===== src/rtl/bram_rd_arbiter_pkg.sv =====
// ---------------------------------------------------------------------------
// bram_rd_arbiter_pkg
// Shared definitions for the BRAM read arbiter slice:
//   BRAM_AW / BRAM_DW : default BRAM read address / data widths
//   arb_state_t       : arbiter FSM state encoding
// ---------------------------------------------------------------------------
package bram_rd_arbiter_pkg;

  localparam int BRAM_AW = 13;
  localparam int BRAM_DW = 32;

  typedef enum logic [1:0] {
    ST_IDLE    = 2'd0,
    ST_ISSUE   = 2'd1,
    ST_RELEASE = 2'd2,
    ST_HOLD    = 2'd3
  } arb_state_t;

endpackage


===== src/rtl/bram_rd_arbiter_pick.sv =====
// ---------------------------------------------------------------------------
// bram_rd_arb_pick
// Combinational winner picker. The lowest-index requesting bit at or above
// ptr wins, wrapping around past NREQ-1 back to 0.
// Ports:
//   req [NREQ-1:0] : request bits
//   ptr [PW-1:0]   : search start index
//   gnt [NREQ-1:0] : one-hot winner (zero when no request)
//   idx [PW-1:0]   : winner index (zero when no request)
//   any            : at least one request present
// ---------------------------------------------------------------------------
module bram_rd_arb_pick #(
  parameter int NREQ = 2,
  parameter int PW   = $clog2(NREQ)
) (
  input  logic [NREQ-1:0] req,
  input  logic [PW-1:0]   ptr,
  output logic [NREQ-1:0] gnt,
  output logic [PW-1:0]   idx,
  output logic            any
);

  // Outer loop walks the search order starting at ptr; the inner loop only
  // exists so every bit select uses a loop constant.
  always_comb begin
    gnt = '0;
    idx = '0;
    any = 1'b0;
    for (int off = 0; off < NREQ; off++) begin
      for (int j = 0; j < NREQ; j++) begin
        if (!any && req[j] && (j == (int'(ptr) + off) % NREQ)) begin
          any    = 1'b1;
          gnt[j] = 1'b1;
          idx    = PW'(j);
        end
      end
    end
  end

endmodule


===== src/rtl/bram_rd_arbiter.sv =====
// ---------------------------------------------------------------------------
// bram_rd_arbiter
// Shares one BRAM read controller between NREQ level-triggered requesters.
// One transaction at a time: IDLE picks a winner, ISSUE holds the bus
// trigger until the controller reports done, RELEASE waits for done to
// drop, HOLD presents o_req_done to the owner until it drops its trigger.
//
// Build option: define BRAM_RD_ARB_RR_EN for round-robin winner selection;
// without it the arbiter uses fixed priority (index 0 highest).
//
// Ports:
//   i_clk, i_rstn  : clock, asynchronous active-low reset
//   i_req_trig     : per-requester level trigger
//   i_req_addr     : packed per-requester addresses, slice k = [k*AW +: AW]
//   o_req_done     : per-requester done (only the owner's bit can be high)
//   o_rd_data      : last read data, valid while any o_req_done bit is high
//   o_grant        : one-hot current owner, zero when idle
//   o_busy         : arbiter not idle
//   o_bram_addr    : address to the BRAM read controller
//   o_bram_trig    : level trigger to the BRAM read controller
//   i_bram_data    : read data from the controller
//   i_bram_done    : controller done (level)
// ---------------------------------------------------------------------------
module bram_rd_arbiter
  import bram_rd_arbiter_pkg::*;
#(
  parameter int NREQ = 2,
  parameter int AW   = BRAM_AW,
  parameter int DW   = BRAM_DW
) (
  input  logic               i_clk,
  input  logic               i_rstn,
  input  logic [NREQ-1:0]    i_req_trig,
  input  logic [NREQ*AW-1:0] i_req_addr,
  output logic [NREQ-1:0]    o_req_done,
  output logic [DW-1:0]      o_rd_data,
  output logic [NREQ-1:0]    o_grant,
  output logic               o_busy,
  output logic [AW-1:0]      o_bram_addr,
  output logic               o_bram_trig,
  input  logic [DW-1:0]      i_bram_data,
  input  logic               i_bram_done
);

  localparam int PW = $clog2(NREQ);

  arb_state_t      state, state_nxt;
  logic [NREQ-1:0] grant_nxt;
  logic [AW-1:0]   addr_nxt;
  logic            trig_nxt;
  logic [DW-1:0]   rd_nxt;
  logic            done_pre, done_pre_nxt;
  logic [NREQ-1:0] pick_gnt;
  logic [PW-1:0]   pick_idx;
  logic            pick_any;
  logic [AW-1:0]   win_addr;
  logic            owner_trig;

`ifdef BRAM_RD_ARB_RR_EN
  logic [PW-1:0] ptr, ptr_nxt;

  // Advance past the owner whenever a transaction ends (HOLD->IDLE or an
  // aborted RELEASE->IDLE); o_grant still names the owner at that point.
  always_comb begin
    ptr_nxt = ptr;
    if (state != ST_IDLE && state_nxt == ST_IDLE) begin
      for (int j = 0; j < NREQ; j++) begin
        if (o_grant[j]) ptr_nxt = (j == NREQ - 1) ? '0 : PW'(j + 1);
      end
    end
  end

  always_ff @(posedge i_clk or negedge i_rstn) begin
    if (!i_rstn) ptr <= '0;
    else         ptr <= ptr_nxt;
  end
`else
  logic [PW-1:0] ptr;
  assign ptr = '0;
`endif

  bram_rd_arb_pick #(
    .NREQ (NREQ),
    .PW   (PW)
  ) u_pick (
    .req  (i_req_trig),
    .ptr  (ptr),
    .gnt  (pick_gnt),
    .idx  (pick_idx),
    .any  (pick_any)
  );

  always_comb begin
    win_addr = '0;
    for (int j = 0; j < NREQ; j++) begin
      if (PW'(j) == pick_idx) win_addr = i_req_addr[j*AW +: AW];
    end
  end

  // o_grant is one-hot, so masking picks out the owner's own trigger.
  assign owner_trig = |(i_req_trig & o_grant);
  assign o_req_done = {NREQ{done_pre}} & o_grant & i_req_trig;
  assign o_busy     = (state != ST_IDLE);

  always_comb begin
    state_nxt    = state;
    grant_nxt    = o_grant;
    addr_nxt     = o_bram_addr;
    trig_nxt     = o_bram_trig;
    rd_nxt       = o_rd_data;
    done_pre_nxt = done_pre;
    case (state)
      ST_IDLE: begin
        if (pick_any) begin
          state_nxt = ST_ISSUE;
          grant_nxt = pick_gnt;
          addr_nxt  = win_addr;
          trig_nxt  = 1'b1;
        end
      end
      // The owner may drop its trigger here; the bus read still completes.
      ST_ISSUE: begin
        if (i_bram_done) begin
          state_nxt = ST_RELEASE;
          rd_nxt    = i_bram_data;
          trig_nxt  = 1'b0;
        end
      end
      ST_RELEASE: begin
        if (!i_bram_done) begin
          if (owner_trig) begin
            state_nxt    = ST_HOLD;
            done_pre_nxt = 1'b1;
          end else begin
            state_nxt = ST_IDLE;
            grant_nxt = '0;
          end
        end
      end
      ST_HOLD: begin
        if (!owner_trig) begin
          state_nxt    = ST_IDLE;
          done_pre_nxt = 1'b0;
          grant_nxt    = '0;
        end
      end
      default: begin
        state_nxt    = ST_IDLE;
        grant_nxt    = '0;
        trig_nxt     = 1'b0;
        done_pre_nxt = 1'b0;
      end
    endcase
  end

  always_ff @(posedge i_clk or negedge i_rstn) begin
    if (!i_rstn) state <= ST_IDLE;
    else         state <= state_nxt;
  end

  // Asynchronous reset drops the bus trigger at once, without waiting for
  // the controller to finish an outstanding read.
  always_ff @(posedge i_clk or negedge i_rstn) begin
    if (!i_rstn) begin
      o_grant     <= '0;
      o_bram_addr <= '0;
      o_bram_trig <= 1'b0;
      o_rd_data   <= '0;
      done_pre    <= 1'b0;
    end else begin
      o_grant     <= grant_nxt;
      o_bram_addr <= addr_nxt;
      o_bram_trig <= trig_nxt;
      o_rd_data   <= rd_nxt;
      done_pre    <= done_pre_nxt;
    end
  end

endmodule


===== config.mk =====
export PLATFORM = sky130hd
export DESIGN_NAME = bram_rd_arbiter
export DESIGN_NICKNAME = d
export VERILOG_FILES = /design/src/rtl/bram_rd_arbiter_pkg.sv /design/src/rtl/bram_rd_arbiter_pick.sv /design/src/rtl/bram_rd_arbiter.sv
export SDC_FILE = /design/constraint.sdc
export NUM_CORES = 1
export LEC_CHECK = 0
export CAP_MARGIN = 20
export CELL_PAD_IN_SITES_DETAIL_PLACEMENT = 2
export CELL_PAD_IN_SITES_GLOBAL_PLACEMENT = 2
export CORE_MARGIN = 2
export CORE_UTILIZATION = 25
export DETAILED_ROUTE_END_ITERATION = 12
export GPL_TIMING_DRIVEN = 0
export PLACE_DENSITY = 0.86
export SLEW_MARGIN = 20
export SYNTH_ARGS = -nofsm -noshare
export SYNTH_HDL_FRONTEND = slang
export SYNTH_SLANG_ARGS = --single-unit

===== constraint.sdc =====
create_clock -name i_clk -period 1.73 [get_ports i_clk]
set_input_delay 0.519 -clock i_clk [delete_from_list [all_inputs] [get_ports i_clk]]
set_output_delay 0.519 -clock i_clk [all_outputs]
set_load 0.01 [all_outputs]

==> key figures, run 1 <==
Status
  • Status: completed

Die
  • Starting density of the core: 25.9%
  • Core Area: 8760 um2
  • Width of the die: 99.2 um
  • Die H: 99.2 um
  • FP Rows: 34
  • Die area: 9850 um2
  • I/O pin total: 114

Clocking
  • Max Buffers Root-to-Sink: 2
  • Clk pin slew, worst setup/hold paths: 90 ps
  • TritonCTS clock tree: yes
  • Num CTS Buffers: 5
  • Clock root cell: clkbuf_8
  • Max H-tree Level: 2
  • Clock Latency Late Sink: 300 ps
  • Clock sinks: 51

Detailed routing
  • Detailed Routing Iterations Pass 1: 2
  • Via/cell ratio: 4.46
  • DRC: 0
  • Total number of vias: 1,691
  • Wire per inst: 16.8 um
  • Iteration-0 DRC Markers: 19
  • Routed wl met2: 3290 um
  • Met1 WL: 2440 um
  • Post-DRT Antenna Nets: 0
  • Detail Route met3 WL: 594 um
  • Top layer in use: met4
  • WL final: 6370 um

STA
  • Endpoints failing setup: 0
  • Final Hold Viols: 0
  • Slew headroom: 56.0%
  • Clock Skew: 6.58 ps
  • Share of the clock period used by the worst path: 98.0%
  • Max Slew Vio Count: 0
  • Crit path time final: 1700 ps
  • Fin Setup TNS: 0 ps
  • Worst Tran Pin Value: 659 ps
  • Hold WS: 252 ps
  • F_max: 590 MHz

Setup path
  • Worst EP required: 1210 ps
  • WS Path Type: input port to output pin
  • Worst Path Max Fanout: 6
  • Startpoint Class: input port
  • CP endpoint kind: output pin
  • WP data arrival: 1180 ps
  • FF-to-FF path depth: 5
  • R2R setup slack: 70 ps

GRT
  • Initial antenna violation count: 0
  • GRT overflow: 0
  • Vias in the first global route: 2,033
  • GRT Total Usage: 13.4%
  • Largest net degree at the start of global routing: 52
  • First-pass GRT wire length: 10,400 um

Synthesis
  • Mux cell area share after synthesis: 32.3%
  • Post-synth top area share: 56.3%
  • Largest family of logic cells by synthesized area: multiplexers
  • EDFF count, synth: 0
  • Mapped Nets: 207
  • Distinct cells, synth: 25
  • Compound-Gate Fraction of Synth Area: 3.53%
  • Top cells by area, synth: dfrtp_1 56%, mux2_2 20%, mux2_4 12%
  • Mapped cell area: 2270 um2
  • Post-synth ARST share: 100%
  • Post-synthesis simple-gate area fraction: 5.02%
  • Area leader, netlist: dfrtp_1
  • Adder-Cell Fraction of Synth Area: 0%
  • Synth Area per Inst: 15.7 um2
  • Synth Area in XOR/XNOR: 0%
  • Seq cells post-synth: 51
  • Sequential area share after synthesis: 56.3%
  • Primary FF master, synth: dfrtp_1
  • Post-Syn Instances: 144
  • YS warnings: 0

Pwr
  • Net Sw Frac: 31.6%
  • Worst vdd ir: 495 uV
  • Pwr/cell area: 1610 nW/um2
  • P_leak: 1.74 nW
  • Internal Power: 4.06 mW
  • Clock power share: 16.3%
  • Logic pwr share: 48.0%
  • Power Total: 5.93 mW
  • Net Sw Power: 1.87 mW
  • Sequential share of power: 35.6%

Cells and area
  • Nets@finish: 333
  • Share of cells above drive strength 1: 33.2%
  • Design Area, Final: 3680 um2
  • Fillcell total: 924
  • Layout area overhead: 62.4%
  • Register Area: 1280 um2
  • Footprint of the multi-input gates: 926 um2
  • Antenna Diode Count: 0

Placement
  • Placer congestion estimate: 0.732
  • Placed Area: 3530 um2
  • Hpwl dp: 4830 um
  • Number of buffers added on ports: 113

Worst hold path
  • Worst hold path type: input port to asynchronous set/reset pin

Run
  • Max-Cap Viols: 0
-- worst max-delay path, stage by stage --
cell             delay, ps
clkdlybuf4s15_2        230
and3_1                 180
clkdlybuf4s15_1        240
-- state kept, by name, indices dropped and copies added, names as in the netlist --
register	count
done_pre	1
o_rd_data	32
o_bram_addr	13
state	2
o_grant	2
o_bram_trig	1
-- power groups by stage --
stage	Sequential, mW	Clock [mW]	Combinational [mW]
floorplan	2.39	0	1.21
global placement	2.11	0	3.04
detailed placement	2.18	0	3.13
CTS	2.13	1.01	2.90
global route	2.21	1.05	3.08
finish	2.11	0.969	2.85
-- repair_timing --
action	4_1_cts	5_1_grt
gates cloned	0	0
pin swaps	1	1
hold buffers	0	0
endpoints found under the setup margin	53	23
gates resized for setup	57	11
buffers inserted	5	1
-- path summary, 6_finish.rpt --
kind / from / end
max: i_req_trig[0] / o_req_done[0]
min: i_rstn / o_bram_addr[4]
max reg2reg: state[1] / o_bram_addr[8]
min reg2reg: o_bram_trig / o_bram_trig
max in group asynchronous: i_rstn / state[1]
min in group i_clk: o_bram_trig / o_bram_trig
-- final cells by class --
class / instances / share of cell area, %
clock inverters: 2 / 1.63
inverters: 2 / 0.204
clock buffers: 6 / 1.97
multi-input cells: 85 / 25.1
plain buffers: 6 / 1.77
flip-flops and latches: 51 / 34.7
well taps: 108 / 3.67
repair buffers: 119 / 30.9
-- metrics by stage --
step / instances / setup WS, ps / util (%)
after floorplan: 144 / 251 / -
after global placement: 365 / -1550 / 40.3
after detailed placement: 365 / -680 / 40.3
after CTS: 378 / 1.15 / 41.6
after global routing: 379 / -1.68 / 42.0
final: 379 / 34.0 / 42.0
-- per-layer routing --
metal | vias up | track usage, %
met5 | - | 0
met4 | 0 | 3.16
met3 | 4 | 4.99
met2 | 79 | 24.4
met1 | 846 | 14.6
li1 | 762 | -
-- synth_stat cells (all sizes together), types with 2 or more instances --
cell / n
mux2: 59
and3: 5
inv: 2
o21ai: 4
dfrtp: 51
a211o: 2
nand2: 2
nor2: 3
buf: 6
-- layout by cell type (no fill, tap or decap), types with 2 or more instances in the layout --
cell type / count
clkdlybuf4s50_1: 59
dfrtp_1: 50
mux2_2: 41
dlygate4sd2_1: 41
mux2_4: 18
buf_4: 9
dlymetal6s2s_1: 7
clkbuf_8: 5
and3_1: 4
o21ai_0: 4
buf_6: 3
inv_1: 2
nand2_1: 2
nor2_1: 2
a211o_1: 2
bufinv_16: 2
clkdlybuf4s15_2: 2
-- cell families after synthesis --
group           Yosys count
mux                      59
flops                    51
simple gates             15
compound gates           11
buf+inv                   8
(Power assumes the default switching activity.)
==> run 2, diff against run 1 <==
--- a/config.mk
+++ b/config.mk
@@ -12,7 +12,7 @@
 export CORE_UTILIZATION = 25
 export DETAILED_ROUTE_END_ITERATION = 12
 export GPL_TIMING_DRIVEN = 0
-export PLACE_DENSITY = 0.86
+export PLACE_DENSITY_LB_ADDON = 0.1
 export SLEW_MARGIN = 20
 export SYNTH_ARGS = -nofsm -noshare
 export SYNTH_HDL_FRONTEND = slang
==> key figures, run 2 (synthesized netlist as in run 1, its figures left out) <==
Status
  • Status: completed

Setup path
  • R2R setup slack: 100 ps
  • FF-to-FF path depth: 5
  • Startpoint Class: flip-flop
  • Top Family by Delay on Critical Path: flip-flops
  • Critical path's slowest cell: dfrtp_2
  • Worst EP required: 1210 ps
  • Critical path origin: state[1]
  • Slowest stage delay, CP: 460 ps
  • Worst r2r src: state[1]
  • Reg-to-reg endpoint: o_bram_addr[5]
  • WP data arrival: 1150 ps
  • CP endpoint kind: output pin
  • Critical-path cell list: or2_4 -> buf_6
  • Worst Path Max Fanout: 6
  • Bufs and invs on worst path: 1
  • WS Path Type: flip-flop to output pin

STA
  • Worst Tran Pin Value: 396 ps
  • Endpoints failing setup: 0
  • F_max: 599 MHz
  • Share of the clock period used by the worst path: 96.5%
  • Slew headroom: 73.5%
  • Crit path time final: 1670 ps
  • Max Slew Vio Count: 0
  • Clock Skew: 7.43 ps
  • Final Hold Viols: 0
  • Hold WS: 168 ps
  • RSZ-0062 raised after global routing: no

Detailed routing
  • DRC: 0
  • Iteration-0 DRC Markers: 33
  • Wire per inst: 16.5 um
  • Post-DRT Antenna Nets: 0
  • WL final: 6290 um
  • Detailed Routing Iterations Pass 1: 3
  • Via/cell ratio: 4.46
  • Total number of vias: 1,693

Cells and area
  • Layout area overhead: 64.2%
  • Leading cell types in the layout, fill and taps excluded: 59 x clkdlybuf4s50_1, 50 x dfrtp_1, 41 x mux2_2
  • Nets@finish: 335
  • Fillcell total: 916
  • Post-Layout Cell Count: 380
  • Final Core Density: 42.5%
  • Max reg flops: 32
  • Leading cell type in the layout, fill and taps excluded: clkdlybuf4s50_1
  • Share of cells above drive strength 1: 33.1%
  • Antenna Diode Count: 0
  • Largest reg by FF count: o_rd_data
  • Biggest regs: o_rd_data (32), o_bram_addr (13)

Placement
  • Placer congestion estimate: 0.706
  • Placed insts: 366
  • Number of buffers added on ports: 113
  • Hpwl dp: 4440 um

Die
  • Core Area: 8760 um2
  • I/O pin total: 114
  • Die H: 99.2 um
  • Starting density of the core: 25.9%
  • Die area: 9850 um2
  • Width of the die: 99.2 um
  • FP Rows: 34

Clocking
  • Max Buffers Root-to-Sink: 2
  • Max H-tree Level: 2
  • Clock Latency Late Sink: 300 ps
  • Clock sinks: 51
  • Clock root cell: clkbuf_8
  • Num CTS Buffers: 5
  • Hold buffers post-CTS: 0
  • TritonCTS clock tree: yes
  • Clk pin slew, worst setup/hold paths: 90 ps

Pwr
  • Sequential share of power: 36.1%
  • Pwr/cell area: 1550 nW/um2
  • Power Total: 5.78 mW
  • Logic pwr share: 49.9%
  • Clock power share: 14.0%
  • Net Sw Frac: 31.5%
  • P_leak: 1.82 nW
  • Internal Power: 3.96 mW
  • Net Sw Power: 1.82 mW
  • Worst vdd ir: 596 uV

Run
  • Max-Cap Viols: 0

GRT
  • Initial antenna violation count: 0
  • GRT Total Usage: 13.1%
  • Largest net degree at the start of global routing: 52
  • GRT overflow: 0
  • Vias in the first global route: 1,934
  • First-pass GRT wire length: 10,200 um

Worst hold path
  • Worst hold path type: input port to asynchronous set/reset pin
==> run 2: cell types whose count changed in the layout (fill, tap and decap cells not counted) <==
cell	change
buf_16	+1
buf_4	+1
clkdlybuf4s15_1	+1
bufinv_16	-1
dlygate4sd2_1	-10
clkdlybuf4s15_2	-1
dlymetal6s2s_1	+10
==> run 2: worst max path at each step <==
| stage | slack, ps | cells past startpoint | to |
|---|---|---|---|
| 3_5_place_dp | -670 | 3 | o_req_done[1] |
| 2_1_floorplan | 250 | 5 | o_bram_addr[10] |
| 5_1_grt | 5 | 2 | o_req_done[1] |
| 3_3_place_gp | -1680 | 1 | o_rd_data[15] |
| 4_1_cts | 0.3 | 1 | o_rd_data[11] |
| 6_report | 60 | 2 | o_busy |
==> run 2: area by class of cell <==
type / count / area, um2 / share of cell area [%]
Buffer: 6 / 65.1 / 1.75
Tap cell: 108 / 135 / 3.63
Sequential cell: 51 / 1280 / 34.3
Multi-Input combinational cell: 85 / 926 / 24.9
Clock buffer: 6 / 72.6 / 1.95
Inverter: 2 / 7.51 / 0.202
Timing Repair Buffer: 121 / 1210 / 32.5
Clock inverter: 1 / 30.0 / 0.806
==> run 2: power groups by stage <==
stage / logic (mW) / clock network [mW] / registers [mW]
floorplan: 1.21 / 0 / 2.39
global placement: 3.08 / 0 / 2.12
CTS: 2.95 / 0.859 / 2.11
finish: 2.89 / 0.810 / 2.09
global route: 3.11 / 0.895 / 2.19
detailed placement: 3.11 / 0 / 2.16
==> run 2: metrics by stage <==
stage | TNS (ps) | cell area (um2) | setup WS [ps]
6_report | 0 | 3720 | 60.2
5_1_grt | 0 | 3720 | 5.35
4_1_cts | 0 | 3650 | 0.325
3_5_place_dp | -15240 | 3560 | -670
3_3_place_gp | -99840 | 3530 | -1680
2_1_floorplan | 0 | 2270 | 251
==> run 2: metal layers <==
| metal | routed length (um) | GRT usage, % | vias to the layer above |
|---|---|---|---|
| met4 | 59 | 3.16 | 0 |
| li1 | - | - | 769 |
| met1 | 2850 | 17.6 | 859 |
| met2 | 3020 | 21.2 | 61 |
| met3 | 359 | 3.37 | 4 |
| met5 | 0 | 0 | - |
==> run 2: timing repair <==
| item | CTS | global route |
|---|---|---|
| gates resized for setup | 47 | 20 |
| endpoints found under the hold margin | 0 | 0 |
| pin swaps | 1 | 2 |
| setup buffers | 4 | 3 |
| setup endpoints to repair | 43 | 29 |
==> edit 1, RTL diff (config.mk and constraints of run 1) <==
`BRAM_DW`: 32 -> 64.
--- a/src/rtl/bram_rd_arbiter_pkg.sv
+++ b/src/rtl/bram_rd_arbiter_pkg.sv
@@ -7,7 +7,7 @@
 package bram_rd_arbiter_pkg;
 
   localparam int BRAM_AW = 13;
-  localparam int BRAM_DW = 32;
+  localparam int BRAM_DW = 64;
 
   typedef enum logic [1:0] {
     ST_IDLE    = 2'd0,
Ports: changed (resized i_bram_data and o_rd_data); port bits go from 114 to 178. The function was not compared with the original's and may differ.
==> edit 1 against run 1 <==
- routed wire length rose by 68%
- power increased by 73%
- sequential cell count is 32 higher
- global-route usage up 1.2 points
- final area rose by 59%
- synthesized area grew 57%
- synthesized cell count up 47%
- worst setup slack gained 0.017 ns
- highest routed layer unchanged
==> edit 1: results (changes against run 1) <==
metric;value;unit;change
status;finished clean;;
slew_headroom;61.3;%;+5.3 points
cts_setup_buffers;7;;+2
clk_pin_slew;0.06;ns;-0.03 ns
ys_top_cells_by_area;dfrtp_1 (59%), mux2_4 (21%), mux2_2 (13%), buf_6 (2.2%), buf_2 (0.56%);;
rr_worst_depth;6;;+1
r2r-end;o_rd_data[4];;
cts_root_buffer;clkbuf_16;;
vdd_ir_drop_max;0.00105;V;+110%
cts_repair_resize_count;97;;+70%
synth_common_cells;dfrtp_1 (83), mux2_4 (49), mux2_2 (41);;
drtIter0Drc;61;;+42
grt_pass1_wl;16500;um;+59%
crit_fanout;4;;-2
path_delay_family;flip-flops;;
seqPwrFrac;34.1;%;-1.5 points
routed_wl;10700;um;+68%
h-tree-depth;3;;+1
insertion_delay;0.34;ns;+0.04 ns
hpwlAfterDp;8160;um;+69%
cp_slowest_cell;dfrtp_1;;
place.gp.congestion;0.679;;-7.3%
r2r_start;state[0];;
place_area;5550;um^2;+57%
firstDrtPassIters;4;;+2
layout-drive-gt1-share;32.2;%;-1.0 points
io_buffers;176;;+56%
-- edit 1: per-stage QoR --
| step | std cells | TNS [ns] |
|---|---|---|
| 6_report | 590 | 0 |
| 5_1_grt | 590 | 0 |
| 4_1_cts | 590 | 0 |
| 3_5_place_dp | 568 | -36.57 |
| 3_3_place_gp | 567 | -266.84 |
| 2_1_floorplan | 211 | 0 |
-- edit 1: cells by family (layout without fill, tap and decap cells) --
family          Yosys count  count (layout)  synth area share (%)
buf+inv                  12             211                  2.89
mux                      90              90                  33.7
compound gates           14              14                  2.79
flops                    83              83                  58.5
simple gates             12              12                  2.08
-- edit 1: worst max path at each step --
stage / from / end / slack, ns
6_report: done_pre / o_req_done[0] / 0.05
5_1_grt: done_pre / o_req_done[0] / 0.004
4_1_cts: o_grant[1] / o_req_done[1] / 0.02
3_5_place_dp: i_req_trig[0] / o_bram_addr[9] / -0.68
3_3_place_gp: i_rstn / o_bram_addr[3] / -2.83
2_1_floorplan: i_req_trig[1] / o_bram_addr[2] / 0.06
-- edit 1: routing by layer --
metal | track usage, % | up-vias | wire (um)
li1 | - | 1142 | -
met1 | 15.7 | 1299 | 3940
met2 | 25.2 | 127 | 5480
met3 | 5.72 | 18 | 1070
met4 | 6.04 | 0 | 231
met5 | 0 | - | 0
-- edit 1: final cells by class --
type                            count  area, um^2  area share (%)
Inverter                            1        3.75          0.0643
Timing Repair Buffer              184        1720            29.4
Sequential cell                    83        2080            35.6
Multi-Input combinational cell    116        1380            23.6
Buffer                             10        93.8            1.61
Clock inverter                      6         111            1.91
Clock buffer                       10         229            3.92
Tap cell                          180         225            3.86
-- edit 1: worst register-to-register path: stages (launching register included) --
cell and delay, ns:
dfrtp_2 0.43, buf_4 0.16, nand2_1 0.07, or2_1 0.15
buf_6 0.18, buf_6 0.21, mux2_4 0.32
==> edit 2, RTL diff (flow settings as in run 1) <==
Without the edit above. Re-encode `arb_state_t` (4 states) as one-hot, 4 bits wide.
--- a/src/rtl/bram_rd_arbiter_pkg.sv
+++ b/src/rtl/bram_rd_arbiter_pkg.sv
@@ -9,11 +9,11 @@
   localparam int BRAM_AW = 13;
   localparam int BRAM_DW = 32;
 
-  typedef enum logic [1:0] {
-    ST_IDLE    = 2'd0,
-    ST_ISSUE   = 2'd1,
-    ST_RELEASE = 2'd2,
-    ST_HOLD    = 2'd3
+  typedef enum logic [3:0] {
+    ST_IDLE    = 4'b0001,
+    ST_ISSUE   = 4'b0010,
+    ST_RELEASE = 4'b0100,
+    ST_HOLD    = 4'b1000
   } arb_state_t;
 
 endpackage
Behaviour: no difference found for any inputs over 10 cycles, from zero or initial values and one cycle with i_rstn low; not proved beyond that.
==> edit 2 against run 1 <==
- the run now ends with setup timing left
- routed wire length is 12% higher
- final area grew 4.5%
- hold slack got worse by 0.010 ns
- highest routed layer unchanged
- combinational power rose by 2%
- synthesized area up 7.0%
- sequential cell count up 2
- cell count up 15%
- global-route usage fell by 0.11 points
- utilization is 0.76 points lower
- sequential power up 2%
- power shrank 1.9%
- worst setup slack lost 0.16 ns
- critical endpoint is now o_busy
- via count grew 13%
==> edit 2: results (changes against run 1) <==
metric;value;unit;change
status;finished, violations left;;
violations;setup timing;;
layout-drive-gt1-share;23.9;%;-9.3 points
vdd_ir_drop_max;0.000478;V;-3.4%
routed_wl;7140;um;+12%
grt_pass1_vias;2057;;+1.2%
setup_tns;-0.124;ns;-0.124 ns
p_leak;1.89;nW;+8.7%
async_flop_share;100;%;unchanged
top_regs;o_rd_data x32, o_bram_addr x13, state x4;;
ys_types;36;;+44%
fin_worst_skew;0.0121;ns;+0.00554 ns
netlist_instances;176;;+22%
synth_nets;239;;+15%
critPathMaxStageDelay;0.38;ns;+0.14 ns
crit_fanout;8;;+2
ys_top_cells_by_area;dfrtp_1 (54%), mux2_4 (18%), mux2i_1 (5.4%), o21ai_0 (3.7%), buf_6 (2.8%);;
cts_made_buffers;5;;unchanged
min_path_type;in -> async;;
worst_slack;-0.124;ns;-0.158 ns
ys_seq_area_share;54.7;%;-1.6 points
clk_pin_slew;0.11;ns;+0.02 ns
grt_max_degree;54;;+3.8%
ys_warn_count;0;;unchanged
grt.total_usage;13.2;%;-0.11 points
viasPerCell;4.39;;-1.7%
regMostFlops;o_rd_data;;
path_delay_family;flip-flops;;
place.gp.congestion;0.786;;+7.5%
firstDrtPassIters;3;;+1
routedWlPerCell;16.4;um;-2.2%
grt_pass1_wl;10800;um;+3.7%
hpwlAfterDp;5260;um;+9.0%
synth_common_cells;dfrtp_1 (52), mux2_4 (29), o21ai_0 (18);;
cp_slowest_cell;dfrtp_1;;
finalNetCount;367;;+10%
tightest_slew;0.697;ns;+0.0374 ns
nFillCells;996;;+7.8%
n_antenna_cell;0;;unchanged
drtIter0Drc;44;;+25
clockBufferDepth;2;;unchanged
placedCellCount;418;;+15%
setup_violations;1;;+1
==> edit 2: what timing repair did <==
action / in CTS / in global routing
pin swaps: 1 / 1
endpoints found under the setup margin: 64 / 42
resized for setup: 61 / 15
buffers inserted: 2 / 7
==> edit 2: kinds of logic (layout without fill, tap and decap cells) <==
| logic type | Yosys count | after routing | synth area share, % |
|---|---|---|---|
| muxes | 45 | 45 | 24.7 |
| and+or+nand+nor | 32 | 32 | 8.05 |
| buffers and inverters | 15 | 144 | 4.64 |
| xor gates and xnor gates | 1 | 1 | 0.361 |
| AOI/OAI and AO/OA | 30 | 30 | 7.53 |
| DFF | 53 | 53 | 54.7 |
==> edit 2: final timing paths <==
kind | startpoint | end | slack, ns | cells past startpoint
min in group i_clk | o_bram_addr[2] | o_bram_addr[2] | 0.49 | 2
hold / removal | i_rstn | o_rd_data[26] | 0.24 | 1
setup / recovery | state[3] | o_busy | -0.12 | 4
setup reg to reg | state[0] | o_rd_data[5] | 0.06 | 6
max in group asynchronous | i_rstn | state[2] | 1.02 | 1
hold reg to reg | o_bram_addr[2] | o_bram_addr[2] | 0.49 | 2
==> edit 2: metrics by stage <==
step	setup WS, ns	total power [mW]	instance area [um^2]
global route	-0.232	6.25	3850
detailed placement	-0.620	5.37	3720
CTS	-0.205	5.77	3760
finish	-0.124	5.82	3850
global placement	-1.56	5.22	3720
floorplan	0.221	3.69	2430
==> edit 2: area by class of cell <==
class | instances | area (um^2) | area share [%]
sequential | 53 | 1330 | 34.5
timing repair buffer | 121 | 1130 | 29.3
multi-input combinational | 108 | 1010 | 26.2
tap | 129 | 161 | 4.19
buffer | 11 | 116 | 3.02
clock buffer | 5 | 68.8 | 1.79
clock inverter | 3 | 25.0 | 0.650
inverter | 4 | 15.0 | 0.390
==> edit 2: power by group <==
part	switching, mW	internal, mW
clock	0.446	0.293
combinational	1.27	1.65
sequential	0.326	1.83
total	2.04	3.78
==> edit 2: routing by layer <==
metal	GRT usage [%]	vias to the layer above	part of all wire, %
li1	-	873	-
met1	16.1	944	42
met2	23.0	82	49
met3	4.54	5	7.4
met4	2.46	0	0.67
met5	0	-	0
